**src/rtl/tt_um_result_buf.sv**
```systemverilog
// Result buffer: requantizes signed multiplier results (round, shift, optional
// ReLU, saturate) in a one-cycle stage register. The results then go into a
// first-word-fall-through FIFO that a downstream consumer drains with a
// valid/ready handshake.
module tt_um_result_buf #(
  parameter int AccWidth = 12,
  parameter int BitWidth = 8,
  parameter int Depth    = 16
) (
  input  logic                      clk,
  input  logic                      rst_n,
  input  logic                      ena,
  input  logic                      flush,
  input  logic                      cfg_relu,
  input  logic [3:0]                cfg_shift,
  input  logic                      in_valid,
  input  logic [AccWidth-1:0]       in_data,
  input  logic                      in_last,
  output logic                      in_ready,
  output logic                      out_valid,
  input  logic                      out_ready,
  output logic [BitWidth-1:0]       out_data,
  output logic                      out_last,
  output logic [$clog2(Depth):0]    count,
  output logic                      overflow
);

  localparam int PtrW = $clog2(Depth);
  localparam int CntW = PtrW + 1;

  // Largest shift that still leaves the sign bit meaningful.
  localparam logic [3:0] MaxShift = (AccWidth - 1 > 15) ? 4'd15 : 4'(AccWidth - 1);

  // Saturation bounds, held in the AccWidth+1 bit working width.
  localparam logic signed [AccWidth:0] SatMax = (AccWidth + 1)'((2 ** (BitWidth - 1)) - 1);
  localparam logic signed [AccWidth:0] SatMin = (AccWidth + 1)'(-(2 ** (BitWidth - 1)));

  // FIFO storage: the last flag is kept in the top bit of each entry.
  logic [BitWidth:0] mem [Depth];

  logic [PtrW-1:0]     wr_ptr_reg;
  logic [PtrW-1:0]     rd_ptr_reg;
  logic [CntW-1:0]     count_reg;
  logic                stage_valid_reg;
  logic [BitWidth-1:0] stage_data_reg;
  logic                stage_last_reg;
  logic                overflow_reg;

  logic [CntW:0]       occupancy;
  logic                in_xfer;
  logic                fifo_push;
  logic                fifo_pop;
  logic [BitWidth:0]   head_entry;

  logic [3:0]                 shift_amt;
  logic signed [AccWidth:0]   acc_ext;
  logic signed [AccWidth:0]   rnd_const;
  logic signed [AccWidth:0]   summed;
  logic signed [AccWidth:0]   shifted;
  logic signed [AccWidth:0]   relu_val;
  logic [BitWidth-1:0]        sat_val;

  // The stage register always drains into the FIFO on the next cycle. So
  // counting it together with the FIFO entries guarantees the FIFO has room
  // for the stage contents.
  assign occupancy = {1'b0, count_reg} + (CntW + 1)'(stage_valid_reg);

  // Acceptance is also gated by rst_n so that in_ready reads 0 while reset is asserted.
  assign in_ready  = rst_n && ena && !flush && (occupancy < (CntW + 1)'(Depth));
  assign in_xfer   = in_valid && in_ready;

  assign out_valid = (count_reg != '0);
  assign fifo_pop  = out_valid && out_ready;
  assign fifo_push = stage_valid_reg;

  assign head_entry = mem[rd_ptr_reg];
  assign out_data   = out_valid ? head_entry[BitWidth-1:0] : '0;
  assign out_last   = out_valid ? head_entry[BitWidth] : 1'b0;
  assign count      = count_reg;
  assign overflow   = overflow_reg;

  // Requantization datapath: round-half-up, arithmetic shift, ReLU, saturate.
  always_comb begin
    shift_amt = (cfg_shift > MaxShift) ? MaxShift : cfg_shift;
    acc_ext   = {in_data[AccWidth-1], in_data};
    rnd_const = '0;
    if (shift_amt != 4'd0) begin
      rnd_const = (AccWidth + 1)'(1) << (shift_amt - 4'd1);
    end
    summed   = acc_ext + rnd_const;
    shifted  = summed >>> shift_amt;
    relu_val = (cfg_relu && shifted[AccWidth]) ? '0 : shifted;
    if (relu_val > SatMax) begin
      sat_val = SatMax[BitWidth-1:0];
    end else if (relu_val < SatMin) begin
      sat_val = SatMin[BitWidth-1:0];
    end else begin
      sat_val = relu_val[BitWidth-1:0];
    end
  end

  // Stage register: captures the requantized value on each input transfer.
  // The configuration is applied here, so later changes to it leave
  // in-flight data untouched.
  always_ff @(posedge clk or negedge rst_n) begin
    if (!rst_n) begin
      stage_valid_reg <= 1'b0;
      stage_data_reg  <= '0;
      stage_last_reg  <= 1'b0;
    end else if (flush) begin
      stage_valid_reg <= 1'b0;
    end else begin
      stage_valid_reg <= in_xfer;
      if (in_xfer) begin
        stage_data_reg <= sat_val;
        stage_last_reg <= in_last;
      end
    end
  end

  // FIFO pointers and occupancy count. Flush wins over any push or pop.
  always_ff @(posedge clk or negedge rst_n) begin
    if (!rst_n) begin
      wr_ptr_reg <= '0;
      rd_ptr_reg <= '0;
      count_reg  <= '0;
    end else if (flush) begin
      wr_ptr_reg <= '0;
      rd_ptr_reg <= '0;
      count_reg  <= '0;
    end else begin
      if (fifo_push) begin
        wr_ptr_reg <= wr_ptr_reg + PtrW'(1);
      end
      if (fifo_pop) begin
        rd_ptr_reg <= rd_ptr_reg + PtrW'(1);
      end
      case ({fifo_push, fifo_pop})
        2'b10:   count_reg <= count_reg + CntW'(1);
        2'b01:   count_reg <= count_reg - CntW'(1);
        default: count_reg <= count_reg;
      endcase
    end
  end

  // FIFO storage write. The array has no reset; an entry is only visible
  // when count says so.
  always_ff @(posedge clk) begin
    if (fifo_push) begin
      mem[wr_ptr_reg] <= {stage_last_reg, stage_data_reg};
    end
  end

  // Sticky overflow: an enabled offer that could not be accepted was dropped.
  always_ff @(posedge clk or negedge rst_n) begin
    if (!rst_n) begin
      overflow_reg <= 1'b0;
    end else if (flush) begin
      overflow_reg <= 1'b0;
    end else if (in_valid && !in_ready && ena) begin
      overflow_reg <= 1'b1;
    end
  end

endmodule

```
**config.mk**
```make
export PLATFORM = sky130hd
export DESIGN_NAME = tt_um_result_buf
export DESIGN_NICKNAME = d
export VERILOG_FILES = /design/src/rtl/tt_um_result_buf.sv
export SDC_FILE = /design/constraint.sdc
export NUM_CORES = 1
export LEC_CHECK = 0
export ABC_AREA = 1
export BUFFER_PORTS_ARGS = -buffer_cell sky130_fd_sc_hd__buf_4
export CORE_MARGIN = 8
export CORE_UTILIZATION = 50
export CTS_CLUSTER_DIAMETER = 80
export DETAILED_ROUTE_END_ITERATION = 7
export GPL_TIMING_DRIVEN = 0
export PLACE_DENSITY = 0.67
export SETUP_SLACK_MARGIN = 0.02
export SLEW_MARGIN = 25
export SYNTH_ARGS = -nofsm -noshare
export SYNTH_HDL_FRONTEND = slang
export SYNTH_SLANG_ARGS = --single-unit
```
**constraint.sdc**
```tcl
create_clock -name clk -period 2.97 [get_ports clk]
set_clock_uncertainty 0.2 [all_clocks]
set_input_delay 0.297 -clock clk [delete_from_list [all_inputs] [get_ports clk]]
set_output_delay 0.297 -clock clk [all_outputs]
set_load 0.01 [all_outputs]
```
* After elaboration in Yosys (flattened, before gate mapping)
Memory sizes are Yosys's and may differ from the RTL's. Index checks and enable logic that the tools add are counted.
Storage, ports and cells: register bits after elaboration 24, RAM bits 144, bits of input ports 24, output and inout port bits 17, word-level logic and storage cells 59, memories 1
Memory list:
- mem | words 16, bits a word 9, rd ports 1, clocked after Yosys merged registers in 0, write ports 1, line 39 | logic [BitWidth:0] mem [Depth];
Cells by class: $add $sub $neg 7, order comparisons 4, equal/unequal tests 2, shifts and indexed selects 2, multiplexer cells 18, bitwise operators 1, reductions and logical operators 17
Operators with widths (number):
- 2-to-1 mux 13 bit | 2
- 2-to-1 mux 8 bit | 3
- 2-to-1 mux 4 bit | 5
- adder 12 x 13 -> 13 bit | 1
- > comparator 13 x 8 -> 1 bit, second input constant | 1
- < comparator 13 x 8 -> 1 bit, second input constant | 1
- left shift 1 x 4 -> 13 bit, first input constant | 1
- >>> shifter 13 x 4 -> 13 bit | 1
- one-hot mux 5 bit (2 select lines) | 1
- adder 4 x 1 -> 4 bit, second input constant | 2
- logical AND 1 bit | 8
- adder 5 x 1 -> 6 bit | 1
- < comparator 6 x 5 -> 1 bit, second input constant | 1
- 2-to-1 mux 1 bit | 6
- nonzero test 2 bit | 3
- adder 5 x 1 -> 5 bit, second input constant | 1
- 2-to-1 mux 5 bit | 1
- nonzero test 5 bit | 1
- subtractor 5 x 1 -> 5 bit, second input constant | 1
- > comparator 4 bit, second input constant | 1
- nonzero test 4 bit | 1
- subtractor 4 x 1 -> 4 bit, second input constant | 1
- nonzero test 3 bit | 1
- == test 2 x 1 -> 1 bit, second input constant | 1
- other kinds (4) | 5

* Depth between registers and ports, before layout
Gate-level depths: netlist of the first run.
depth after elaboration 12, gate-level depth with buffers 25, depth with buffers taken out 24

* Worst setup path before layout of the first run
No wires, ideal clock.
path type input-to-reg, start input port cfg_shift[2], end register stage_data_reg[0], library setup time 0.126 ns, arrival 2.723 ns, data required time 2.644 ns, setup slack -0.078 ns, cell stages on the path 20, buffers on the path 1, path through a21oi_2 -> inv_1 -> clkbuf_1 -> nand4_1 -> inv_1 -> ha_1 -> nand2_1 -> inv_1 -> a21oi_1 -> nand4_1 -> nand2_2 -> nand2_1 -> nand2_1 -> nand2_1 -> nand2_1 -> nand3_1 -> nor2_1 -> nor2_1 -> nor2_4 -> a21oi_1
Between the ends: word-level cells in the longest chain between the ends 12, elaborated cells on any way between the ends 14, those cells by class add/sub (2); order compare (3); shift (2); mux (5); reduce/logical (2)
RTL lines:
- from (decl) | line 15 | input logic [3:0] cfg_shift,
- > comparator 4 bit | line 84 | shift_amt = (cfg_shift > MaxShift) ? MaxShift : cfg_shift;
- 2-to-1 mux 4 bit * | line 84
- subtractor 4 x 1 -> 4 bit | line 88 | rnd_const = (AccWidth + 1)'(1) << (shift_amt - 4'd1);
- left shift 1 x 4 -> 13 bit | line 88
- 2-to-1 mux 13 bit | line 87 | if (shift_amt != 4'd0) begin
- adder 12 x 13 -> 13 bit | line 90 | summed = acc_ext + rnd_const;
- >>> shifter 13 x 4 -> 13 bit * | line 91 | shifted = summed >>> shift_amt;
- logical AND 1 bit | line 92 | relu_val = (cfg_relu && shifted[AccWidth]) ? '0 : shifted;
- 2-to-1 mux 13 bit * | line 92
- < comparator 13 x 8 -> 1 bit | line 95 | end else if (relu_val < SatMin) begin
- 2-to-1 mux 8 bit | line 95
- 2-to-1 mux 8 bit * | line 93 | if (relu_val > SatMax) begin
- to (signal assigned) | line 115 | stage_data_reg <= sat_val;
- to (decl) | line 45 | logic [BitWidth-1:0] stage_data_reg;
Every way passes the cells marked *; elsewhere a longest branch is shown, timed or not. A chain may end at the register's enable or synchronous reset.

* Final worst setup path of the first run
start input port cfg_shift[3], end register stage_data_reg[2]
Same word-level chain as after synthesis.

==> results of run 1 <==
==> logic make-up (layout without fill, tap and decap cells) <==
logic type / Yosys count / after routing
compound gates: 165 / 165
xor+xnor: 9 / 9
fa+ha+maj: 22 / 22
buf+inv: 113 / 205
flops: 168 / 168
other cells: 1 / 1
simple gates: 367 / 367
==> placed cells by master, fill, tap and decap left out, types with 4 or more instances in the layout <==
cell type	instances
o221ai_1	23
ha_1	17
nand2_1	100
or2_2	6
nor3_1	4
inv_1	66
nor2_1	124
buf_4	56
clkbuf_2	17
nor2_2	10
clkbuf_16	17
o21ai_0	83
a21oi_2	9
a21oi_1	22
nand3_2	14
xor2_1	4
inv_2	7
clkbuf_1	8
nand2_2	19
o22ai_1	15
dfrtp_1	24
clkbuf_8	4
clkinv_1	4
edfxtp_1	144
nand3_1	70
nand4_1	12
xnor2_1	5
buf_2	6
==> worst min path at each step <==
stage	from	end	slack, ns	cells past startpoint
3_3_place_gp	rst_n	count[2]$_DFFE_PN0P_	0.02	1
2_1_floorplan	rst_n	count[0]$_DFFE_PN0P_	-0.20	0
5_1_grt	ena	overflow$_DFFE_PN0P_	0.04	5
3_5_place_dp	rst_n	overflow$_DFFE_PN0P_	0.02	1
6_report	ena	overflow$_DFFE_PN0P_	0.02	5
4_1_cts	ena	overflow$_DFFE_PN0P_	0.002	5
==> worst max-delay path: cells and delay by family <==
family | cells | cell delay, ns
AND/OR/NAND/NOR | 16 | 1.68
buffers and inverters | 5 | 0.43
adder cells (fa/ha/maj) | 1 | 0.30
AO/OA/AOI/OAI | 2 | 0.28
==> timing repair <==
action | 4_1_cts | 5_1_grt
endpoints found under the hold margin | 26 | 0
hold buffers | 3 | 0
resized for setup | 33 | 95
pin swaps | 6 | 29
endpoints found under the setup margin | 16 | 17
buffers inserted | 3 | 15
==> stage by stage <==
stage	power [uW]	setup WS, ns	TNS, ns	hold slack (ns)	instance area [um^2]
6_report	7170	0.0887	0	0.0200	9920
4_1_cts	7080	0.0233	0	0.00229	9560
3_5_place_dp	4910	-0.657	-4.57	0.0249	8840
5_1_grt	7460	-0.0671	-0.349	0.0433	9920
2_1_floorplan	4130	0.0289	0	-0.199	8270
3_3_place_gp	4880	-0.656	-4.54	0.0212	8840
==> metal layers <==
layer | routed length [um] | vias up | part of all wire
met5 | 0 | - | 0
met4 | 728 | 0 | 0.034
met3 | 1590 | 48 | 0.073
met2 | 10500 | 270 | 0.48
met1 | 8940 | 3133 | 0.41
li1 | - | 3128 | -
==> area by class of cell <==
| type | instances | area (um^2) | area share |
|---|---|---|---|
| timing repair buffer | 60 | 478 | 0.0482 |
| tap | 220 | 275 | 0.0278 |
| clock inverter | 8 | 93.8 | 0.00946 |
| inverter | 78 | 299 | 0.0302 |
| buffer | 35 | 201 | 0.0203 |
| sequential | 168 | 4920 | 0.497 |
| multi-input combinational | 564 | 3150 | 0.318 |
| clock buffer | 24 | 492 | 0.0496 |
==> power by group through the flow <==
stage               registers (uW)  clock network (uW)  logic [uW]
global placement              3270                   0        1610
CTS                           3230                2190        1670
finish                        3230                2180        1760
floorplan                     3120                   0        1020
detailed placement            3280                   0        1630
global route                  3260                2270        1930
==> out/summary.md, run 1 <==
### Run status
- **outcome** finished, final reports clean

### Final layout
- **Final nets** 970
- **fraction of layout cells with a size suffix above 1** 0.208
- **max FFs per register** 144
- **diode insertion count for antenna repair** 0
- **Layout Cells excl Fill** 1,157
- **layout overhead on the synthesized area** 20.0%
- **fill count** 1,406
- **final core utilization** 0.607

### Synthesis
- **Seq cells post-synth** 168
- **parity-gate share of the synthesized area counting xor and xnor cells** 0.00954
- **Synth Area in Simple Gates** 0.190
- **portion of netlist area occupied by mux cells** 0
- **number of different library cells in the post-synthesis netlist** 32
- **sequential cell area fraction in the yosys report** 0.596
- **fraction of registers with async set or reset after synthesis** 0.143
- **Compound-Gate Fraction of Synth Area** 0.116
- **synthesized netlist cell count** 845
- **mapped cell area** 8260 um^2
- **Avg Cell Area, Syn** 9.78 um^2
- **net count after synthesis** 891
- **Most used DFF post-synth** edfxtp_1
- **synthesized-area fraction occupied by adder cells** 0.0351
- **most common cell in the netlist** edfxtp_1
- **top-area cell type share of the netlist area** 0.523
- **most common library cells after synthesis** 144 x edfxtp_1, 136 x nor2_1, 117 x nand2_1
- **total number of yosys warnings** 0
- **leading post-synthesis cells by cell area** edfxtp_1 52%, dfrtp_1 7.3%, nor2_1 6.2%
- **number of enable flip-flop cells after synthesis** 144
- **combinational family with the most area after synthesis** simple AND/OR/NAND/NOR gates
- **cell taking the most area after synthesis** edfxtp_1

### Route
- **drc violations** 0
- **total wire length** 21.7 mm
- **initial detailed-routing violation count** 549
- **number of iterations in the first detailed-routing pass** 5
- **via count** 6,579
- **detail-routed via count per cell** 5.69
- **DRT antenna net count** 0
- **post-DR wirelength/cell** 18.8 um

### Worst setup path
- **critical setup path kind** input port to flip-flop
- **worst stage delay on the critical path** 0.30 ns
- **R2R cell count** 10
- **arrival time worst endpoint** 2.99 ns
- **critical path capture point** stage_data_reg[2]$_DFFE_PN0P_
- **setup slack on the worst flop-to-flop path** 0.39 ns
- **worst reg2reg path endpoint** count[4]$_DFFE_PN0P_
- **cells along the critical path** buf_12, a21oi_4, inv_4, buf_8, nor2_4, inv_2, nor3_2, ha_1, nand2_1, nand2_2, inv_1, nand2_2, nand2_2, nand4_1, nand2_2, nand2_2, nand2_1, nand2_1, nand2_1, nand2_1, nor2_2, nor2_2, nor2_4, a21oi_2
- **nature of the critical path endpoint** flip-flop
- **library cell contributing the largest single delay on the critical path** ha_1
- **startpoint of the worst setup timing path** cfg_shift[3]
- **startpoint of the lowest-slack register-to-register path** count[0]$_DFFE_PN0P_
- **sort of element at the start of the critical path** input port
- **critical-path maximum fanout** 6
- **Critical Path RT** 3.08 ns

### CTS
- **clk sinks** 168
- **root buf cell** clkbuf_16
- **clock latency of the later-clocked register in the worst-skew pair** 0.43 ns
- **CTS tree** yes
- **H-Tree Depth** 4
- **clock transition at the registers of the reported paths** 0.06 ns
- **total CTS buffers** 17
- **maximum clock path buffer count** 2

### Global routing
- **wire length of the first global-routing pass** 32.7 mm
- **met2 track demand over resource** 0.349
- **all-layer global routing usage** 0.211
- **global-route track usage on met1** 0.259
- **antenna violations before repair** 0
- **met3 GRT Util** 0.0442
- **pin count of the biggest net entering global routing** 26
- **busiest grt layer** met2
- **grt total ovfl** 0
- **via count of the first global-routing pass** 6,269

### STA
- **worst-margin pin slew** 1.03 ns
- **final-report setup violation count** 0
- **Final Hold Viols** 0
- **worst slew margin relative to its limit** 0.313
- **final-report max-slew violation count** 0
- **share of the clock period used by the worst path** 0.970
- **highest clock rate** 347 MHz
- **final critical-path required period** 2.88 ns
- **RSZ-0062 raised after global routing** yes

### Place
- **Final Wtd Congestion** 0.900
- **sum of net half-perimeters after detailed placement** 14.6 mm
- **port bufs** 39
- **dpl cells** 1,104

### Pwr
- **internal power** 4880 uW
- **Sw Share** 0.318
- **switching component of the power** 2280 uW
- **peak ir drop on the vdd network** 0.451 mV
- **clock share of power** 0.304
- **Leakage Power** 0.00391 uW
- **power per cell area** 723 nW/um^2
- **combinational power share** 0.245
- **share of total power in sequential cells** 0.451

### Floorplanning
- **die width** 145 um
- **placeable core region** 16,300 um^2
- **cell row count** 47
- **Boundary Pins** 41
- **Chip Height** 145 um
- **overall die area** 20,900 um^2
- **initial core utilization** 0.506

### Run
- **# Max-Cap Violations** 0

### Hold path
- **type of the worst min-delay path** input port to flip-flop

Power figures use the tool's default switching activity.
==> inputs of run 2 (changes only) <==
--- a/config.mk
+++ b/config.mk
@@ -12,6 +12,7 @@
 export CTS_CLUSTER_DIAMETER = 80
 export DETAILED_ROUTE_END_ITERATION = 7
 export GPL_TIMING_DRIVEN = 0
+export MAX_ROUTING_LAYER = met4
 export PLACE_DENSITY = 0.67
 export SETUP_SLACK_MARGIN = 0.02
 export SLEW_MARGIN = 25
==> out/summary.md, run 2 (synthesis gave the netlist of run 1 again) <==
### Hold path
- **worst min-delay path startpoint** ena
- **type of the worst min-delay path** input port to flip-flop
- **worst hold path cell count** 5, unchanged
- **endpoint with the worst hold slack** overflow$_DFFE_PN0P_

### CTS
- **clock latency of the later-clocked register in the worst-skew pair** 0.43 ns, about the same
- **total CTS buffers** 17, unchanged
- **clk sinks** 168, unchanged
- **CTS tree** yes
- **H-Tree Depth** 4, unchanged
- **maximum clock path buffer count** 2, unchanged
- **root buf cell** clkbuf_16
- **clock transition at the registers of the reported paths** 0.06 ns, about the same

### Worst setup path
- **Critical Path RT** 3.08 ns, about the same
- **nature of the critical path endpoint** flip-flop
- **worst reg2reg path endpoint** count[4]$_DFFE_PN0P_
- **startpoint of the lowest-slack register-to-register path** count[0]$_DFFE_PN0P_
- **arrival time worst endpoint** 3.00 ns, about the same
- **setup slack on the worst flop-to-flop path** 0.39 ns, about the same
- **critical setup path kind** input port to flip-flop
- **critical-path maximum fanout** 6, unchanged
- **sort of element at the start of the critical path** input port
- **R2R cell count** 10, unchanged

### Final layout
- **most used cells in the layout excluding fill and tap cells** 144 x edfxtp_1, 124 x nor2_1, 100 x nand2_1, 83 x o21ai_0, 70 x nand3_1
- **layout overhead on the synthesized area** 20.0%, unchanged
- **most common cell after layout, fill and taps aside** edfxtp_1
- **Layout Cells excl Fill** 1,157, unchanged
- **Final nets** 970, unchanged
- **max FFs per register** 144, unchanged
- **fraction of layout cells with a size suffix above 1** 0.208, unchanged
- **diode insertion count for antenna repair** 0, unchanged
- **final design area excluding fillers** 9920 um^2, unchanged

### Floorplanning
- **overall die area** 20,900 um^2, unchanged
- **cell row count** 47, unchanged
- **placeable core region** 16,300 um^2, unchanged
- **Boundary Pins** 41, unchanged
- **die width** 145 um, unchanged
- **initial core utilization** 0.506, unchanged
- **Chip Height** 145 um, unchanged

### STA
- **worst hold margin** 0.0215 ns, +0.00150 ns
- **share of the clock period used by the worst path** 0.972, +0.00197
- **final-report max-slew violation count** 0, unchanged
- **final-report setup violation count** 0, unchanged
- **Final Hold Viols** 0, unchanged
- **RSZ-0062 raised after global routing** yes
- **final critical-path required period** 2.89 ns, +0.00585 ns
- **highest clock rate** 346 MHz, -0.20%
- **worst-margin pin slew** 1.02 ns, -0.0105 ns
- **worst slew margin relative to its limit** 0.320, +0.00701

### Global routing
- **grt total ovfl** 0, unchanged
- **all-layer global routing usage** 0.217, +0.00583
- **antenna violations before repair** 0, unchanged
- **pin count of the biggest net entering global routing** 26, unchanged
- **wire length of the first global-routing pass** 32.7 mm, about the same
- **via count of the first global-routing pass** 6,259, -0.16%

### Pwr
- **Leakage Power** 0.00391 uW, about the same
- **power per cell area** 723 nW/um^2, about the same
- **peak ir drop on the vdd network** 0.455 mV, +0.96%

### Place
- **sum of net half-perimeters after detailed placement** 14.6 mm, unchanged
- **dpl cells** 1,104, unchanged
- **port bufs** 39, unchanged
- **standard cell area after detailed placement** 8840 um^2, unchanged
- **Final Wtd Congestion** 0.915, +1.7%

### Route
- **detail-routed via count per cell** 5.72, +0.65%
- **total wire length** 21.8 mm, +0.55%
- **number of iterations in the first detailed-routing pass** 5, unchanged
- **initial detailed-routing violation count** 521, -5.1%
- **post-DR wirelength/cell** 18.9 um, +0.55%
- **drc violations** 0, unchanged
- **via count** 6,622, +0.65%
- **DRT antenna net count** 0, unchanged

### Run
- **# Max-Cap Violations** 0, unchanged

### Run status
- **outcome** finished, final reports clean

[run 2: cell count changes in the layout (fill, tap and decap cells not counted), sizes merged]
cell    previous run  this run
buf               67        66
clkbuf            49        50
[run 2: how the worst max path moves through the flow]
stage | from | to | cells past startpoint
after floorplan | cfg_shift[2] | stage_data_reg[0]$_DFFE_PN0P_ | 23
after global placement | cfg_shift[2] | stage_data_reg[2]$_DFFE_PN0P_ | 24
after detailed placement | cfg_shift[2] | stage_data_reg[2]$_DFFE_PN0P_ | 24
after CTS | rd_ptr_reg[0]$_DFFE_PN0P_ | out_data[0] | 7
after global routing | cfg_shift[3] | stage_data_reg[1]$_DFFE_PN0P_ | 24
final | cfg_shift[3] | stage_data_reg[2]$_DFFE_PN0P_ | 24
[run 2: metal layers]
layer  GRT usage  routed length (um)
met5           -                   0
met4       0.104                 817
met3      0.0390                1620
met2       0.350               10500
met1       0.260                8910
[run 2: stage by stage]
step                setup WS (ns)  total power (uW)   util  TNS, ns
finish                     0.0828              7170  0.607        0
global route              -0.0698              7450  0.607   -0.366
CTS                        0.0233              7080  0.585        0
detailed placement         -0.657              4910  0.541    -4.57
global placement           -0.656              4880  0.541    -4.54
floorplan                  0.0289              4130      -        0
[run 2: layout make-up]
type / count / area (um^2)
timing repair buffer: 60 / 478
clock inverter: 8 / 93.8
tap: 220 / 275
fill: 1406 / 6430
buffer: 35 / 201
sequential: 168 / 4920
multi-input combinational: 564 / 3150
clock buffer: 24 / 492
inverter: 78 / 299
[run 2: timing repair]
item	CTS	global route
resized for setup	33	94
hold endpoints to repair	26	0
hold buffers	3	0
buffers inserted	3	15
pin swaps	6	29
endpoints found under the setup margin	16	17
[run 2: power breakdown]
group	total [uW]	switching [uW]	internal, uW	leakage (uW)
Clock	2170	850	1320	0.000284
Combinational	1770	1090	672	0.00202
Sequential	3230	343	2890	0.00160
[run 2: critical path, cell delays in order]
cell     delay (ns)
buf_12         0.11
a21oi_4        0.19
inv_4          0.06
buf_8          0.13
nor2_4         0.11
inv_2          0.06
nor3_2         0.16
ha_1           0.30
nand2_1        0.09
nand2_2        0.07
inv_1          0.07
nand2_2        0.06
nand2_2        0.08
nand4_1        0.14
nand2_2        0.17
nand2_2        0.09
nand2_1        0.11
nand2_1        0.06
nand2_1        0.09
nand2_1        0.07
nor2_2         0.11
nor2_2         0.07
nor2_4         0.21
a21oi_2        0.09
==> inputs of run 3 (changes only) <==
--- a/config.mk
+++ b/config.mk
@@ -6,14 +6,13 @@
 export NUM_CORES = 1
 export LEC_CHECK = 0
 export ABC_AREA = 1
-export BUFFER_PORTS_ARGS = -buffer_cell sky130_fd_sc_hd__buf_4
 export CORE_MARGIN = 8
 export CORE_UTILIZATION = 50
 export CTS_CLUSTER_DIAMETER = 80
 export DETAILED_ROUTE_END_ITERATION = 7
+export DONT_BUFFER_PORTS = 1
 export GPL_TIMING_DRIVEN = 0
 export MAX_ROUTING_LAYER = met4
-export PLACE_DENSITY = 0.67
 export SETUP_SLACK_MARGIN = 0.02
 export SLEW_MARGIN = 25
 export SYNTH_ARGS = -nofsm -noshare
==> out/summary.md, run 3 (synthesis gave the netlist of run 1 again) <==
### Run status
- **outcome** finished, final reports clean

### CTS
- **CTS tree** yes
- **maximum clock path buffer count** 2, unchanged
- **root buf cell** clkbuf_16
- **clk sinks** 168, unchanged
- **clock latency of the later-clocked register in the worst-skew pair** 0.42 ns, about the same
- **H-Tree Depth** 4, unchanged
- **clock transition at the registers of the reported paths** 0.07 ns, about the same
- **total CTS buffers** 17, unchanged

### Global routing
- **wire length of the first global-routing pass** 35.1 mm, +7.2%
- **antenna violations before repair** 0, unchanged
- **grt total ovfl** 0, unchanged
- **global-route track usage on met1** 0.287, +0.0271
- **busiest grt layer** met2
- **met2 track demand over resource** 0.375, +0.0257
- **all-layer global routing usage** 0.232, +0.0153
- **pin count of the biggest net entering global routing** 25, -3.8%
- **met3 GRT Util** 0.0452, +0.00627
- **via count of the first global-routing pass** 6,444, +3.0%

### Floorplanning
- **overall die area** 20,900 um^2, unchanged
- **Boundary Pins** 41, unchanged
- **initial core utilization** 0.506, unchanged
- **die width** 145 um, unchanged
- **Chip Height** 145 um, unchanged
- **cell row count** 47, unchanged
- **placeable core region** 16,300 um^2, unchanged

### STA
- **Final Hold Viols** 0, unchanged
- **final critical-path required period** 2.87 ns, -0.0217 ns
- **worst hold margin** 0.0613 ns, +0.0398 ns
- **final-report setup violation count** 0, unchanged
- **highest clock rate** 349 MHz, +0.76%
- **worst-margin pin slew** 1.07 ns, +0.0521 ns
- **share of the clock period used by the worst path** 0.965, -0.00729
- **final-report max-slew violation count** 0, unchanged
- **worst slew margin relative to its limit** 0.285, -0.0348
- **RSZ-0062 raised after global routing** yes

### Pwr
- **Sw Share** 0.326, +0.00742
- **power per cell area** 728 nW/um^2, +0.64%
- **Leakage Power** 0.00373 uW, -4.7%
- **combinational power share** 0.223, -0.023
- **share of total power in sequential cells** 0.464, +0.013
- **switching component of the power** 2290 uW, +0.30%
- **clock share of power** 0.313, +0.010
- **peak ir drop on the vdd network** 0.457 mV, +0.29%
- **Total Power Consumption** 7030 uW, -2.0%
- **internal power** 4740 uW, -3.0%

### Final layout
- **max FFs per register** 144, unchanged
- **fraction of layout cells with a size suffix above 1** 0.163, -0.0450
- **most used cells in the layout excluding fill and tap cells** 144 x edfxtp_1, 122 x nor2_1, 104 x nand2_1, 84 x o21ai_0, 70 x nand3_1
- **diode insertion count for antenna repair** 0, unchanged
- **Final nets** 935, -3.6%
- **most common cell after layout, fill and taps aside** edfxtp_1
- **layout overhead on the synthesized area** 16.9%

### Worst setup path
- **nature of the critical path endpoint** output port
- **Critical Path RT** 2.47 ns, -0.61 ns
- **critical-path maximum fanout** 10, +4
- **worst reg2reg path endpoint** count[4]$_DFFE_PN0P_
- **setup slack on the worst flop-to-flop path** 0.30 ns, -0.09 ns
- **sort of element at the start of the critical path** flip-flop
- **startpoint of the lowest-slack register-to-register path** count[0]$_DFFE_PN0P_
- **critical setup path kind** flip-flop to output port
- **R2R cell count** 10, unchanged
- **arrival time worst endpoint** 2.37 ns, -0.63 ns

### Hold path
- **type of the worst min-delay path** input port to flip-flop
- **endpoint with the worst hold slack** overflow$_DFFE_PN0P_
- **worst hold path cell count** 2, -3
- **worst min-delay path startpoint** flush

### Route
- **post-DR wirelength/cell** 20.3 um, +7.8%
- **number of iterations in the first detailed-routing pass** 7, +2
- **DRT antenna net count** 0, unchanged
- **via count** 6,475, -2.2%
- **total wire length** 22.8 mm, +4.4%
- **drc violations** 0, unchanged
- **initial detailed-routing violation count** 553, +6.1%
- **detail-routed via count per cell** 5.78, +0.92%

### Run
- **# Max-Cap Violations** 0, unchanged

### Place
- **Final Wtd Congestion** 0.889, -2.8%
- **sum of net half-perimeters after detailed placement** 15.7 mm, +7.6%
- **port bufs** 0, -100%

==> run 3: cell count changes in the layout (fill, tap and decap cells not counted), sizes merged <==
cell and delta:
buf -43, bufinv +1, clkbuf -4, clkinv +2
clkinvlp -1, dlygate4sd3 +6, inv +3
==> run 3: power by group through the flow <==
stage	clock network [uW]	registers (uW)	logic, uW
CTS	2210	3270	1490
floorplan	0	3120	1020
global route	2300	3300	1730
detailed placement	0	3320	1430
global placement	0	3290	1380
finish	2200	3260	1570
==> run 3: area by class of cell <==
cell class / count / area (um^2)
clock inverters: 13 / 151
inverters: 78 / 299
plain buffers: 35 / 188
flip-flops and latches: 168 / 4920
repair buffers: 25 / 223
fillers: 1429 / 6690
well taps: 220 / 275
clock buffers: 18 / 429
multi-input cells: 564 / 3170
==> run 3: what timing repair did <==
| action | 4_1_cts | 5_1_grt |
|---|---|---|
| endpoints found under the setup margin | 17 | 18 |
| hold buffers | 9 | 1 |
| pin swaps | 3 | 22 |
| setup buffers | 2 | 13 |
| endpoints found under the hold margin | 28 | 1 |
| gates resized for setup | 21 | 86 |
==> run 3: stage by stage <==
step                      setup TNS, ns  cells  worst slack (ns)  utilization  cell area (um^2)
after floorplan                       0    845            0.0289            -              8270
after global placement            -3.34   1065            -0.494        0.523              8550
after detailed placement          -3.70   1065            -0.555        0.523              8550
after CTS                             0   1107            0.0227        0.568              9290
after global routing                  0   1121           0.00757        0.591              9660
final                                 0   1121             0.104        0.591              9660
==> run 3: per-layer routing <==
metal | vias to the layer above | routed length [um]
met4 | 0 | 509
li1 | 3052 | -
met5 | - | 0
met1 | 3159 | 9650
met2 | 225 | 11100
met3 | 39 | 1500
==> run 3: how the worst max path moves through the flow <==
stage / cells after the start / startpoint / to
4_1_cts: 23 / cfg_shift[2] / stage_data_reg[0]$_DFFE_PN0P_
3_5_place_dp: 24 / cfg_shift[2] / stage_data_reg[0]$_DFFE_PN0P_
2_1_floorplan: 23 / cfg_shift[2] / stage_data_reg[0]$_DFFE_PN0P_
5_1_grt: 23 / cfg_shift[3] / stage_data_reg[5]$_DFFE_PN0P_
3_3_place_gp: 23 / cfg_shift[2] / stage_data_reg[2]$_DFFE_PN0P_
6_report: 6 / rd_ptr_reg[1]$_DFFE_PN0P_ / out_last
==> run 3: worst max-delay path, cell delays in order, from the launching register on <==
cell and delay (ns):
dfrtp_1 0.40, inv_1 0.27, clkbuf_2 0.31, o21ai_0 0.13, o22ai_1 0.27, o21ai_0 0.16, a21oi_1 0.40
